--- src/rtl/cnt_seq_ctrl.sv ---
// -----------------------------------------------------------------------------
// cnt_seq_ctrl
//
// Bus-master sequencer for one timed counting measurement on the counter
// register block.
//
// On an accepted `go`, it does the following in order:
//   1. Clears the counter.
//   2. Starts the counter.
//   3. Polls the count register every POLL_GAP+2 cycles.
//   4. Stops when the count reaches the latched target, when overflow has
//      been seen, or (optionally) when the timeout counter saturates.
//   5. Stops the counter and pulses `done`.
//
// Optional feature macro: CNT_SEQ_TIMEOUT_EN
//   defined   -> timeout counter present; status 2'b10 is reachable.
//   undefined -> no timeout logic; TIMEOUT_W is unused.
//
// Parameters
//   POLL_GAP    idle cycles between successive count reads (1..15)
//   TIMEOUT_W   width of the timeout cycle counter
//
// Ports
//   clk          clock, rising edge
//   rst          asynchronous active-high reset
//   go           start request, sampled only in IDLE
//   target[7:0]  count threshold, captured on an accepted go
//   busy         high from the cycle after go through the STOP cycle
//   done         one-cycle end-of-measurement pulse
//   result[7:0]  last count read
//   status[1:0]  00 target reached, 01 overflow, 10 timeout
//   wr_en        register write strobe
//   rd_en        register read strobe
//   addr[9:0]    register address
//   wdata[31:0]  register write data
//   rdata[31:0]  register read data, valid the cycle after rd_en
//   overflow_in  counter overflow flag
// -----------------------------------------------------------------------------
module cnt_seq_ctrl #(
  parameter int POLL_GAP  = 4,
  parameter int TIMEOUT_W = 16
) (
  input  logic        clk,
  input  logic        rst,
  input  logic        go,
  input  logic [7:0]  target,
  output logic        busy,
  output logic        done,
  output logic [7:0]  result,
  output logic [1:0]  status,
  output logic        wr_en,
  output logic        rd_en,
  output logic [9:0]  addr,
  output logic [31:0] wdata,
  input  logic [31:0] rdata,
  input  logic        overflow_in
);

  localparam logic [9:0]  ADDR_CTRL  = 10'h000;
  localparam logic [9:0]  ADDR_CNT   = 10'h004;
  localparam logic [31:0] CTRL_CLEAR = 32'h2;
  localparam logic [31:0] CTRL_START = 32'h1;
  localparam logic [31:0] CTRL_STOP  = 32'h0;

  localparam logic [1:0] ST_TARGET  = 2'b00;
  localparam logic [1:0] ST_OVF     = 2'b01;
  localparam logic [1:0] ST_TIMEOUT = 2'b10;

  // The gap counter is loaded with POLL_GAP-1 and counts down to zero, so
  // WAIT lasts exactly POLL_GAP cycles.
  localparam logic [3:0] GAP_LOAD = 4'(POLL_GAP - 1);

  typedef enum logic [2:0] {
    S_IDLE,
    S_CLR,
    S_START,
    S_WAIT,
    S_RD,
    S_CAP,
    S_STOP,
    S_DONE
  } state_t;

  state_t      state_reg,  state_next;
  logic [3:0]  gap_reg,    gap_next;
  logic [7:0]  target_reg, target_next;
  logic        ovf_reg,    ovf_next;
  logic [7:0]  result_reg, result_next;
  logic [1:0]  status_reg, status_next;

  // Output registers are driven from the decoded next state.
  // This way each strobe appears in the same cycle as the state it belongs to.
  logic        busy_reg,  busy_next;
  logic        done_reg,  done_next;
  logic        wr_en_reg, wr_en_next;
  logic        rd_en_reg, rd_en_next;
  logic [9:0]  addr_reg,  addr_next;
  logic [31:0] wdata_reg, wdata_next;

`ifdef CNT_SEQ_TIMEOUT_EN
  logic [TIMEOUT_W-1:0] tmo_reg, tmo_next;
`endif

  // True for every cycle from START through CAP.
  // Overflow tracking and the timeout counter are both active in this window.
  logic measuring;
  assign measuring = (state_reg == S_START) || (state_reg == S_WAIT) ||
                     (state_reg == S_RD)    || (state_reg == S_CAP);

  // ---------------------------------------------------------------------------
  // Next-state and datapath logic
  // ---------------------------------------------------------------------------
  always_comb begin
    state_next  = state_reg;
    gap_next    = gap_reg;
    target_next = target_reg;
    ovf_next    = ovf_reg;
    result_next = result_reg;
    status_next = status_reg;
`ifdef CNT_SEQ_TIMEOUT_EN
    tmo_next    = tmo_reg;
    if (measuring && (tmo_reg != {TIMEOUT_W{1'b1}})) begin
      tmo_next = tmo_reg + 1'b1;
    end
`endif

    if (measuring && overflow_in) begin
      ovf_next = 1'b1;
    end

    case (state_reg)
      S_IDLE: begin
        if (go) begin
          state_next  = S_CLR;
          target_next = target;
          ovf_next    = 1'b0;
`ifdef CNT_SEQ_TIMEOUT_EN
          tmo_next    = '0;
`endif
        end
      end

      S_CLR: begin
        state_next = S_START;
      end

      S_START: begin
        state_next = S_WAIT;
        gap_next   = GAP_LOAD;
      end

      S_WAIT: begin
        if (gap_reg == 4'd0) begin
          state_next = S_RD;
        end else begin
          gap_next = gap_reg - 4'd1;
        end
      end

      S_RD: begin
        state_next = S_CAP;
      end

      S_CAP: begin
        // rdata carries the count read in RD during this cycle.
        // An overflow flagged in this very cycle still counts.
        result_next = rdata[7:0];
        if (ovf_reg || overflow_in) begin
          state_next  = S_STOP;
          status_next = ST_OVF;
        end else if (rdata[7:0] >= target_reg) begin
          state_next  = S_STOP;
          status_next = ST_TARGET;
`ifdef CNT_SEQ_TIMEOUT_EN
        end else if (tmo_reg == {TIMEOUT_W{1'b1}}) begin
          state_next  = S_STOP;
          status_next = ST_TIMEOUT;
`endif
        end else begin
          state_next = S_WAIT;
          gap_next   = GAP_LOAD;
        end
      end

      S_STOP: begin
        state_next = S_DONE;
      end

      S_DONE: begin
        state_next = S_IDLE;
      end

      default: begin
        state_next = S_IDLE;
      end
    endcase
  end

  // ---------------------------------------------------------------------------
  // Output decode from the next state.
  // Strobes are mutually exclusive.
  // addr/wdata stay at zero unless a strobe is high.
  // ---------------------------------------------------------------------------
  always_comb begin
    busy_next  = 1'b0;
    done_next  = 1'b0;
    wr_en_next = 1'b0;
    rd_en_next = 1'b0;
    addr_next  = '0;
    wdata_next = '0;

    case (state_next)
      S_CLR: begin
        busy_next  = 1'b1;
        wr_en_next = 1'b1;
        addr_next  = ADDR_CTRL;
        wdata_next = CTRL_CLEAR;
      end
      S_START: begin
        busy_next  = 1'b1;
        wr_en_next = 1'b1;
        addr_next  = ADDR_CTRL;
        wdata_next = CTRL_START;
      end
      S_WAIT, S_CAP: begin
        busy_next = 1'b1;
      end
      S_RD: begin
        busy_next  = 1'b1;
        rd_en_next = 1'b1;
        addr_next  = ADDR_CNT;
      end
      S_STOP: begin
        busy_next  = 1'b1;
        wr_en_next = 1'b1;
        addr_next  = ADDR_CTRL;
        wdata_next = CTRL_STOP;
      end
      S_DONE: begin
        done_next = 1'b1;
      end
      default: begin
      end
    endcase
  end

  // ---------------------------------------------------------------------------
  // State and output registers
  // ---------------------------------------------------------------------------
  always_ff @(posedge clk or posedge rst) begin
    if (rst) begin
      state_reg  <= S_IDLE;
      gap_reg    <= '0;
      target_reg <= '0;
      ovf_reg    <= 1'b0;
      result_reg <= '0;
      status_reg <= ST_TARGET;
      busy_reg   <= 1'b0;
      done_reg   <= 1'b0;
      wr_en_reg  <= 1'b0;
      rd_en_reg  <= 1'b0;
      addr_reg   <= '0;
      wdata_reg  <= '0;
    end else begin
      state_reg  <= state_next;
      gap_reg    <= gap_next;
      target_reg <= target_next;
      ovf_reg    <= ovf_next;
      result_reg <= result_next;
      status_reg <= status_next;
      busy_reg   <= busy_next;
      done_reg   <= done_next;
      wr_en_reg  <= wr_en_next;
      rd_en_reg  <= rd_en_next;
      addr_reg   <= addr_next;
      wdata_reg  <= wdata_next;
    end
  end

`ifdef CNT_SEQ_TIMEOUT_EN
  always_ff @(posedge clk or posedge rst) begin
    if (rst) begin
      tmo_reg <= '0;
    end else begin
      tmo_reg <= tmo_next;
    end
  end
`endif

  assign busy   = busy_reg;
  assign done   = done_reg;
  assign result = result_reg;
  assign status = status_reg;
  assign wr_en  = wr_en_reg;
  assign rd_en  = rd_en_reg;
  assign addr   = addr_reg;
  assign wdata  = wdata_reg;

endmodule
--- config.mk ---
export PLATFORM = sky130hd
export DESIGN_NAME = cnt_seq_ctrl
export DESIGN_NICKNAME = d
export VERILOG_FILES = /design/src/rtl/cnt_seq_ctrl.sv
export SDC_FILE = /design/constraint.sdc
export NUM_CORES = 1
export LEC_CHECK = 0
export BUFFER_PORTS_ARGS = -buffer_cell sky130_fd_sc_hd__buf_2
export CORE_MARGIN = 1
export CORE_UTILIZATION = 44
export CTS_CLUSTER_DIAMETER = 60
export DETAILED_ROUTE_END_ITERATION = 8
export PLACE_DENSITY = 0.79
export SKIP_LAST_GASP = 1
export SYNTH_ARGS = -nofsm -noshare
export SYNTH_HDL_FRONTEND = slang
export SYNTH_SLANG_ARGS = --single-unit
--- constraint.sdc ---
create_clock -name clk -period 1.95 [get_ports clk]
set_clock_uncertainty 0.1 [all_clocks]
set_input_delay 0.2925 -clock clk [delete_from_list [all_inputs] [get_ports clk]]
set_output_delay 0.2925 -clock clk [all_outputs]
set_load 0.05 [all_outputs]
=== Word level (Yosys, flattened, before mapping) ===
Index checks and enable logic that the tools add are counted.

* Bits in latches: 0
* RAM bits: 0
* Output and inout port bits: 56
* Bits in read-only memories: 0
* Logic and storage cells: 65
* Input bits: 44
* Register bits: 72
* Memories kept: 0

* Shift operators: 0
* $lt $le $gt $ge: 1
* Add/sub/neg operators: 1
* Mux-type cells: 20
* Reductions and logical operators: 14
* Div/mod/pow operators: 0
* Multipliers: 0
* Bitwise gates (word level): 0
* Equal/unequal tests: 17

{| class="wikitable"
|+ Operators by type and width
! operator !! number
|-
| $eq A3 B3 Y1 const B || 8
|-
| $pmux W3 S8 || 1
|-
| $mux W3 || 5
|-
| $eq A3 B2 Y1 const B || 4
|-
| $mux W4 || 3
|-
| $pmux W4 S3 || 1
|-
| $ge A8 B8 Y1 || 1
|-
| $mux W1 || 7
|-
| $eq A3 B1 Y1 const B || 2
|-
| $ne A2 B2 Y1 const B || 3
|-
| $reduce_or A6 Y1 || 1
|-
| $logic_not A4 Y1 || 1
|-
| $logic_or A1 B1 Y1 || 4
|-
| $mux W2 || 2
|-
| $pmux W2 S2 || 1
|-
| $reduce_and A2 Y1 || 2
|-
| $reduce_and A4 Y1 || 1
|-
| $sub A4 B1 Y4 const B || 1
|-
| $logic_not A3 Y1 || 1
|-
| $reduce_bool A3 Y1 || 1
|-
| $reduce_or A3 Y1 || 1
|-
| $reduce_bool A2 Y1 || 1
|-
| $logic_and A1 B1 Y1 || 1
|}

=== Longest topological paths before layout ===
* Depth in word-level cells: 8
* Mapped depth: 6
* Mapped depth without buffers: 6

=== Least setup slack after synthesis ===
OpenSTA, ideal clock, no wires.

* Kind: register -> register
* From: reg target_reg[2]
* To: reg state_reg[2]
* Setup slack: 0.261 ns
* Cell stages (with the launch flop): 7
* Data arrival time: 1.469 ns
* Library setup time: 0.120 ns
* Period minus slack after synthesis: 1.689 ns
* Path buffers: 0
* Data required time: 1.730 ns
* Cells stage by stage: dfrtp_1 > inv_1 > ha_1 > a211o_1 > a31oi_1 > o21ai_0 > a31o_2

* Word-level cells in the longest chain between the ends: 4

{| class="wikitable"
|+ RTL lines
! what !! line !! text
|-
| from (decl) || 86 || <nowiki>logic [7:0] target_reg, target_next;</nowiki>
|-
| from (signal assigned) || 267 || <nowiki>target_reg <= target_next;</nowiki>
|-
| $ge A8 B8 Y1 || 171 || <nowiki>end else if (rdata[7:0] >= target_reg) begin</nowiki>
|-
| $mux W3 || 171 ||
|-
| $mux W3 || 168 || <nowiki>if (ovf_reg || overflow_in) begin</nowiki>
|-
| $pmux W3 S8 || 131 || <nowiki>case (state_reg)</nowiki>
|-
| net state_next[2] || 84 || <nowiki>state_t state_reg, state_next;</nowiki>
|-
| to (signal assigned) || 265 || <nowiki>state_reg <= state_next;</nowiki>
|-
| to (decl) || 84 ||
|}

The timed path passes the listed nets, and every way through them passes these cells.
A chain may end at the register's enable or synchronous reset.

=== Worst setup path in the final report ===
* From: reg target_reg[7]
* To: reg gap_reg[0]

* Word-level cells in the longest chain between the ends: 3

{| class="wikitable"
|+ RTL lines
! what !! line !! text
|-
| $ge A8 B8 Y1 || 171 ||
|-
| $ne A2 B2 Y1 (no line) || -- ||
|-
| $reduce_and A4 Y1 (no line) || -- ||
|-
| to (signal assigned) || 266 || <nowiki>gap_reg <= gap_next;</nowiki>
|-
| to (decl) || 85 || <nowiki>logic [3:0] gap_reg, gap_next;</nowiki>
|}

No other way between the ends.

==> metrics.csv <==
metric;value;unit
synth_warnings;0;
powerDensity;1680;mW/mm^2
netlist_instances;189;
seq_area_frac_synth;42.7;%
cts.clk_slew.worst_paths;0.07;ns
nets;284;
io_pins;100;
utilization;51.5;%
htree_num_levels;2;
dr.pass1.iters;6;
worst-path-max-fanout;3;
grt_pass1_wl;4.84;mm
hold_path.class;in2reg;
p_seq_share;31.1;%
clkPwrFrac;18.8;%
numCtsBuffers;5;
violations;design-rule violations;
start_kind;flip-flop;
fill_cells;413;
p_int;0.00186;W
cts_tree;yes;
fin_crit;1.84;ns
grt_overflow_total;0;
antenna_left;0;
dp_hpwl;2.24;mm
start_util;45.8;%
cts.sinks;31;
place_congestion;0.767;
p_sw;0.00158;W
clock_latency;0.29;ns
grt_start_max_net_pins;32;
worstRegToRegCells;7;
slew_viol_final;0;
status;complete, but fails checks;
final_common_cell;conb_1;
dp_cells;273;
portBuffers;35;
finalNonFillerCells;282;
post-route-period-util;94.5;%
worst-endpoint-arrival;1.90;ns
layout_common_cells;conb_1, buf_2, dfrtp_1;
cts.path.max_buffers;2;
cts_root_buffer;clkbuf_8;
die_x;66.3;um
antenna_found_initial;0;
finalWorstSetupSlack;0.107;ns
hold_viol;0;
final_layout_size_suffix_gt1_share;22.8;%
max_freq;0.543;GHz
rows;23;
syn_area;0.00182;sq mm
core;0.00397;sq mm
vias_per_cell;4.59;
rsz0062_at_grt;false;
finalSetupViolations;0;
ys_types;34;
synth_seq_cells;31;
required;2.00;ns
syn_area_per_cell;9.62;sq um
route.vias.total;1294;
diodes;0;
grt_util_all_layers;15.1;%
grt_pass1_vias;1096;
combPwrFrac;50.1;%
power.leakage;1.10;nW
drt_iter0_markers;62;
path_class;reg2reg;
endpoint_kind;flip-flop;
p_sw_share;45.9;%
whs_path_depth;3;
drcViolationCount;2;
routed_wl;2.98;mm
area_growth;12.6;%
die_y;66.3;um
vdd_drop_max;0.685;mV
avgRoutedWirePerCell;10.6;um
pre_cts_slack;0.0409;ns
cap_viol_max_count;0;
die_area;0.00439;sq mm
finalSetupTns;0;ns
-- worst paths after layout --
kind	startpoint	endpoint	slack [ns]
setup / recovery	target_reg[7]$_DFFE_PP0P_	gap_reg[0]$_DFFE_PP0P_	0.11
hold / removal	target[5]	target_reg[5]$_DFFE_PP0P_	0.11
setup reg to reg	target_reg[7]$_DFFE_PP0P_	gap_reg[0]$_DFFE_PP0P_	0.11
hold reg to reg	result[0]$_DFFE_PP0P_	result[0]$_DFFE_PP0P_	0.38
max in group asynchronous	rst	target_reg[1]$_DFFE_PP0P_	0.94
min in group asynchronous	rst	state_reg[2]$_DFF_PP0_	0.52
-- worst max-delay path, stage by stage, from the launching register on --
cell      delay [ns]
dfrtp_1         0.32
inv_1           0.05
ha_1            0.28
nand2_1         0.09
or3_4           0.38
o21ai_1         0.26
buf_4           0.17
o211ai_1        0.07
-- routing by layer --
metal  vias to the layer above  global-route usage [%]  wire, um
li1                        635                       -         -
met1                       610                    17.9      1320
met2                        42                    23.7      1430
met3                         7                    5.00       155
met4                         0                    9.04        79
met5                         -                       0         0
-- synthesized netlist by cell type --
library cell,instances,area (sq um)
buf_4,43,323
dfrtp_1,31,776
nand2_1,18,67.6
inv_1,16,60.1
a21oi_1,9,45.0
ha_1,9,113
nor2_1,9,33.8
mux2_1,8,90.1
o21ai_1,8,40.0
o21ai_0,5,25.0
nor3_1,3,15.0
o211ai_1,3,22.5
a211oi_1,2,15.0
a31oi_1,2,12.5
and2b_1,2,15.0
buf_2,2,10.0
nand2b_1,2,12.5
a211o_1,1,8.76
a21boi_0,1,7.51
a21o_1,1,7.51
a221oi_1,1,8.76
a22o_1,1,8.76
a31o_2,1,8.76
and3_1,1,6.26
conb_1,1,3.75
mux2i_1,1,10.0
nand2_2,1,6.26
nand4bb_1,1,11.3
nor3b_1,1,7.51
o2111a_1,1,11.3
o211a_1,1,10.0
o21a_1,1,7.51
o31ai_1,1,7.51
or3_4,1,11.3
-- power by group through the flow --
stage / clock [W] / combinational [W] / sequential [W]
floorplan: 0 / 0.000997 / 0.00151
global placement: 0 / 0.00166 / 0.00107
detailed placement: 0 / 0.00170 / 0.00108
CTS: 0.000669 / 0.00171 / 0.00107
global route: 0.000701 / 0.00188 / 0.00110
finish: 0.000647 / 0.00172 / 0.00107
-- through the flow --
stage | hold slack [ns] | cell area [sq um] | total power [W]
2_1_floorplan | 0.296 | 1960 | 0.00251
3_3_place_gp | 0.298 | 1910 | 0.00273
3_5_place_dp | 0.289 | 1910 | 0.00278
4_1_cts | 0.100 | 2030 | 0.00345
5_1_grt | 0.108 | 2050 | 0.00368
6_report | 0.108 | 2050 | 0.00344
-- cells by family after synthesis --
logic type               share of synthesized area [%]
other                                            0.206
multiplexers                                      5.51
buffers and inverters                             21.6
flip-flops                                        42.7
AO/OA/AOI/OAI                                     13.6
AND/OR/NAND/NOR                                   10.3
adder cells (fa/ha/maj)                           6.19
-- repair_timing --
action	4_1_cts	5_1_grt
hold buffers	1	0
gates resized for setup	0	2
buffers inserted	0	0
setup endpoints to repair	0	1
hold endpoints to repair	31	0
-- area by class of cell --
cell class / count / area [sq um] / share of cell area (%)
Tap cell: 50 / 62.6 / 3.06
Inverter: 16 / 60.1 / 2.93
Sequential cell: 31 / 776 / 37.9
Timing Repair Buffer: 41 / 223 / 10.9
Multi-Input combinational cell: 136 / 808 / 39.5
Clock buffer: 6 / 82.6 / 4.03
Clock inverter: 2 / 35.0 / 1.71
Note: power is estimated with default switching activity, not from simulation.
